File: src/rtl/cmos_frame_packer.sv
// cmos_frame_packer
//   Frames an RGB565 pixel stream (de-qualified, pclk domain) using sensor
//   vsync, packs four pixels per 64-bit word for the frame-buffer write FIFO
//   and flags line/frame geometry errors and FIFO overflow.
//
// Ports
//   pclk           pixel clock, all logic on rising edge
//   rst            synchronous active-high reset
//   capture_en_i   capture enable, sampled on vsync rising edge only
//   vsync_i        sensor vsync, active-high blanking pulse
//   de_i           pixel valid
//   pdata_i[15:0]  pixel data
//   fifo_full_i    write FIFO full
//   wr_en_o        FIFO write strobe (one cycle per word)
//   wr_data_o      packed word, first pixel in [63:48]; holds between writes
//   frame_start_o  pulse: frame capture begins
//   frame_done_o   pulse: V_ACTIVE lines completed
//   line_err_o     pulse: line length != H_ACTIVE
//   frame_err_o    pulse: line count != V_ACTIVE at frame end
//   overflow_o     sticky until next frame_start_o: word dropped on full FIFO
module cmos_frame_packer #(
  parameter int H_ACTIVE = 1024,
  parameter int V_ACTIVE = 768
) (
  input  logic        pclk,
  input  logic        rst,
  input  logic        capture_en_i,
  input  logic        vsync_i,
  input  logic        de_i,
  input  logic [15:0] pdata_i,
  input  logic        fifo_full_i,
  output logic        wr_en_o,
  output logic [63:0] wr_data_o,
  output logic        frame_start_o,
  output logic        frame_done_o,
  output logic        line_err_o,
  output logic        frame_err_o,
  output logic        overflow_o
);

  localparam logic [11:0] H_MAX  = 12'(H_ACTIVE);
  localparam logic [11:0] V_MAX  = 12'(V_ACTIVE);
  localparam logic [11:0] V_LAST = 12'(V_ACTIVE - 1);

  typedef enum logic [1:0] {IDLE, WAIT_VS, ACTIVE} state_t;

  state_t      state, state_nxt;
  logic        vsync_d0;
  logic        de_d;
  logic [11:0] x_cnt;
  logic [11:0] line_cnt;
  logic [1:0]  pix_idx;
  logic [63:0] pack_buf;

  logic vs_rise, vs_fall;
  logic start_evt, end_evt, pix_acc, line_end, pack_ok, word_done;

  always_comb begin
    vs_rise = vsync_i & ~vsync_d0;
    vs_fall = ~vsync_i & vsync_d0;
  end

  // State register
  always_ff @(posedge pclk) begin
    if (rst) state <= IDLE;
    else     state <= state_nxt;
  end

  // Next-state logic
  always_comb begin
    state_nxt = state;
    case (state)
      IDLE:    if (vs_rise && capture_en_i) state_nxt = WAIT_VS;
      WAIT_VS: if (vs_fall) state_nxt = ACTIVE;
      ACTIVE:  if (vs_rise) state_nxt = capture_en_i ? WAIT_VS : IDLE;
      default: state_nxt = IDLE;
    endcase
  end

  // Event decode; vsync high masks all pixel activity so end_evt never
  // coincides with pixel acceptance or a line end.
  always_comb begin
    start_evt = (state == WAIT_VS) && vs_fall;
    end_evt   = (state == ACTIVE) && vs_rise;
    pix_acc   = (state == ACTIVE) && de_i && !vsync_i;
    line_end  = (state == ACTIVE) && !vsync_i && de_d && !de_i;
    pack_ok   = pix_acc && (line_cnt < V_MAX) && (x_cnt < H_MAX);
    word_done = pack_ok && (pix_idx == 2'd3);
  end

  always_ff @(posedge pclk) begin
    if (rst) begin
      vsync_d0      <= 1'b0;
      de_d          <= 1'b0;
      x_cnt         <= '0;
      line_cnt      <= '0;
      pix_idx       <= '0;
      pack_buf      <= '0;
      wr_en_o       <= 1'b0;
      wr_data_o     <= '0;
      frame_start_o <= 1'b0;
      frame_done_o  <= 1'b0;
      line_err_o    <= 1'b0;
      frame_err_o   <= 1'b0;
      overflow_o    <= 1'b0;
    end else begin
      vsync_d0      <= vsync_i;
      // de history only tracks accepted pixels, so line ends are only
      // recognised for lines that were actually seen in ACTIVE.
      de_d          <= pix_acc;
      wr_en_o       <= 1'b0;
      frame_start_o <= start_evt;
      frame_done_o  <= 1'b0;
      line_err_o    <= 1'b0;
      frame_err_o   <= end_evt && (line_cnt != V_MAX);

      if (start_evt) overflow_o <= 1'b0;

      if (start_evt || end_evt) begin
        x_cnt    <= '0;
        line_cnt <= '0;
        pix_idx  <= '0;
        pack_buf <= '0;
      end else if (line_end) begin
        line_err_o <= (x_cnt != H_MAX);
        if (line_cnt < V_MAX) begin
          line_cnt     <= line_cnt + 12'd1;
          frame_done_o <= (line_cnt == V_LAST);
        end
        x_cnt   <= '0;
        pix_idx <= '0;
      end else if (pix_acc) begin
        if (x_cnt != '1) x_cnt <= x_cnt + 12'd1;
        if (word_done) begin
          if (fifo_full_i) begin
            overflow_o <= 1'b1;
          end else begin
            wr_en_o   <= 1'b1;
            wr_data_o <= {pack_buf[63:16], pdata_i};
          end
          pix_idx <= '0;
        end else if (pack_ok) begin
          case (pix_idx)
            2'd0:    pack_buf[63:48] <= pdata_i;
            2'd1:    pack_buf[47:32] <= pdata_i;
            default: pack_buf[31:16] <= pdata_i;
          endcase
          pix_idx <= pix_idx + 2'd1;
        end
      end
    end
  end

endmodule

File: config.mk
export PLATFORM = sky130hd
export DESIGN_NAME = cmos_frame_packer
export DESIGN_NICKNAME = d
export VERILOG_FILES = /design/src/rtl/cmos_frame_packer.sv
export SDC_FILE = /design/constraint.sdc
export NUM_CORES = 1
export LEC_CHECK = 0
export ABC_AREA = 1
export CAP_MARGIN = 30
export CORE_ASPECT_RATIO = 0.5
export CORE_MARGIN = 2
export CORE_UTILIZATION = 30
export CTS_BUF_LIST = sky130_fd_sc_hd__clkbuf_4
export DETAILED_ROUTE_END_ITERATION = 10
export GPL_TIMING_DRIVEN = 0
export PLACE_DENSITY_LB_ADDON = 0.25
export SYNTH_ARGS = -nofsm -noshare
export SYNTH_HDL_FRONTEND = slang
export SYNTH_SLANG_ARGS = --single-unit
File: constraint.sdc
create_clock -name pclk -period 2.2 [get_ports pclk]
set_input_delay 0.44 -clock pclk [delete_from_list [all_inputs] [get_ports pclk]]
set_output_delay 0.44 -clock pclk [all_outputs]
set_load 0.03 [all_outputs]
==> implementation parameters <==
Parameter                              Value

Timing
  Min Hold Slack ... 0.268 ns
  Final worst path period need ... between 2 and 2.5 ns
  Number of failing setup endpoints in the final timing report ... 0
  Max frequency ... slightly below 500 MHz
  Fin Setup TNS ... 0 ns
  Worst-margin pin slew ... between 0.8 and 0.9 ns
  Final Max Slew Viols ... 0
  Final Hold Violating Endpoints ... 0
  Worst relative slew slack ... 42.0%
  Final Cycle Share ... 94.0%
  Worst clock skew ... between 0.02 and 0.025 ns
  Setup repair after global routing missed its margin ... false

Die
  Std-Cell Rows ... 38
  Die area ... 0.0236 mm2
  Die span in y ... 110 um
  Initial Utilization ... a little under a third
  Area of the core ... ~0.022 mm2
  Die Span X ... between 200 and 250 um
  I/O pin total ... slightly above 90

Worst setup path
  Largest stage delay, worst path ... between 0.7 and 0.8 ns
  Count of buffering cells on the critical path with inverters included ... 1
  Flop-to-flop setup slack ... 0.22 ns
  Register-to-Register Path Depth ... 7
  Worst-path cell chain ... clkdlybuf4s50_1
  Data arrival time of the worst path ... 1.63 ns
  Capturing element type of the critical path ... output port
  Worst setup startpoint ... wr_data_o[42]
  Reg2reg start ... pix_idx[0]
  CP startpoint kind ... flop
  Worst path top cell family by delay ... buffers and inverters
  Critical path fanouts, max ... 2
  Type of the setup path with the least slack ... flop to output port
  Capture point of the worst reg-to-reg path ... pack_buf[46]
  CP required ... between 1.5 and 2 ns
  Crit path max-delay cell type ... clkdlybuf4s50_1

Min path
  Hold path startpoint ... rst
  Worst Hold Path EP ... vsync_d0
  Kind of path behind the tightest hold check ... primary input to flop
  Min-Delay Path Depth ... 2

Clock tree
  Root Buffer Master ... clkbuf_4
  Clock-pin slew on the worst setup and hold paths ... around 0.13 ns
  Number of CTS-inserted buffers ... 17
  Number of buffers on the longest clock path ... 2
  Buffers inserted during post-CTS setup optimization ... 0
  Clock net sink count ... 148
  Max H-tree Level ... 4
  Clock tree from TritonCTS ... built
  Clk Latency, worst-skew pair ... 0.57 ns

Logic synthesis
  Number of enable-type register cells in the synthesized netlist ... 0
  Async set-reset flop share out of synthesis ... 0%
  Yosys synthesis warning count ... 0
  Primary flip-flop cell chosen by synthesis mapping ... dfxtp_1
  Number of standard cells after synthesis ... ~980
  Synth Register Bits ... around 150
  Unique masters post-synth ... 26
  Sequential fraction of the synthesis area ... between 40 and 50%
  Synth Cell Area ... roughly 0.0067 mm2
  Net count of the mapped netlist ... approximately 1000
  Mean area per synthesized cell ... ~6.9 um2

GRT
  Global-route wire length before repair ... 29.4 mm
  Residual overflow from global routing ... 0
  GRT Overall Usage ... roughly 16%
  Antenna violations before repair ... 0
  Pin count of the biggest net entering global routing ... 17
  Number of global-route vias before repair ... a little under 6000

Layout
  Register Area ... slightly below 0.003 mm2
  Filler Cell Count ... ~2300
  Net count reported at finish ... roughly 1100
  Final Core Density ... between 30% and 40%
  # diodes ... 0
  Final cell count without fillers ... approximately 1400
  Share of final-layout standard cells stronger than drive strength 1 ... between 6 and 7%
  Most frequent cells in the layout ... nor2_1, nand2_1, dfxtp_1
  Final cell area excluding filler cells ... approximately 0.0083 mm2
  Area used by multi-input combinational logic ... about 0.003 mm2
  Most common cell after layout, fill and taps aside ... nor2_1
  Layout overhead on the synthesized area ... 23.3%

Power
  Worst supply voltage drop on vdd ... between 0.2 and 0.25 mV
  Areal power density over the cells ... approximately 570 mW/mm2
  Static leakage power ... 3.14 nW

Placed design
  Placer's final routability congestion estimate ... approximately 0.88
  Number of cells in the design after placement ... between 1000 and 1500
  IO Port Bufs ... 90
  Placed Area ... about 0.008 mm2
  DP HPWL ... approximately 14 mm

Run
  Max-cap violations ... 0

Drt
  Routed wirelength normalized by instance count ... between 10 and 15 um
  Residual DRC ... 0
  Vias per inst ... about 4.7
  Number of vias in the routed layout ... around 6500
  1st-iter DRT viols ... between 400 and 500
  Antenna violation net count after detailed routing ... 0
  Final routed wirelength across all metal layers ... between 15 and 20 mm
  Iteration count of the initial detailed-routing pass ... 7

Status
  Result of the run ... completed
-- how the worst max path moves through the flow --
stage | endpoint | depth (start not counted)
after floorplan | pack_buf[22] | 8
after detailed placement | pack_buf[45] | 8
final | wr_data_o[42] | 1
after global placement | pack_buf[45] | 8
after global routing | pack_buf[46] | 7
after CTS | wr_data_o[42] | 1
-- through the flow --
step,total power [mW],setup WS [ns]
finish,4.68,0.131
global route,4.89,0.0247
CTS,4.74,0.0845
detailed placement,2.98,-0.196
global placement,2.98,-0.145
floorplan,2.87,0.496
-- where the power goes --
group          total (mW)  leakage [nW]  switching [mW]  internal (mW)
combinational       0.235          1.81           0.162         0.0726
clock                1.76         0.144            1.08          0.682
sequential           2.69          1.19         0.00305           2.68
total                4.68          3.14            1.24           3.44
-- registers in the layout (all words and copies together) (netlist names), 2 cells and up --
name / flops
wr_data_o: 64
pack_buf: 48
pix_idx: 2
state: 2
x_cnt: 12
line_cnt: 12
-- cells in the mapped netlist (4+ instances only) --
| master | count | area, um2 |
|---|---|---|
| dfxtp_1 | 148 | 2960 |
| xor2_1 | 9 | 78.8 |
| a21oi_1 | 27 | 135 |
| clkbuf_1 | 26 | 97.6 |
| buf_1 | 12 | 45.0 |
| buf_4 | 11 | 82.6 |
| nand3_1 | 15 | 75.1 |
| nor2_4 | 4 | 45.0 |
| nor2_1 | 256 | 961 |
| ha_1 | 7 | 87.6 |
| nand2_1 | 201 | 754 |
| inv_1 | 104 | 390 |
| buf_2 | 14 | 70.1 |
| nand4_1 | 119 | 744 |
-- timing repair --
item | in CTS | in global routing
setup endpoints to repair | 0 | 11
gates resized for setup | 0 | 3
hold buffers | 0 | 0
-- cell families after synthesis --
| group | after synthesis | share of synthesized area (%) |
|---|---|---|
| buffers and inverters | 169 | 10.3 |
| adders and majority gates | 7 | 1.31 |
| DFF | 148 | 44.2 |
| and+or+nand+nor | 611 | 40.6 |
| AOI/OAI and AO/OA | 32 | 2.43 |
| xor gates and xnor gates | 9 | 1.18 |
-- final cells by class --
type                       instances  share of cell area [%]
multi-input combinational        659                    37.0
sequential                       148                    35.8
timing repair buffer              90                    10.9
inverter                         106                    4.81
tap                              300                    4.54
buffer                            63                    3.57
clock inverter                    15                    1.86
clock buffer                      17                    1.54
-- per-layer routing --
layer	global-route usage [%]	up-vias	routed length, um
li1	-	3319	-
met1	22.6	3062	9590
met2	24.0	143	7610
met3	3.40	19	955
met4	4.68	0	232
met5	0	-	0
Note: power is estimated with default switching activity, not from simulation.
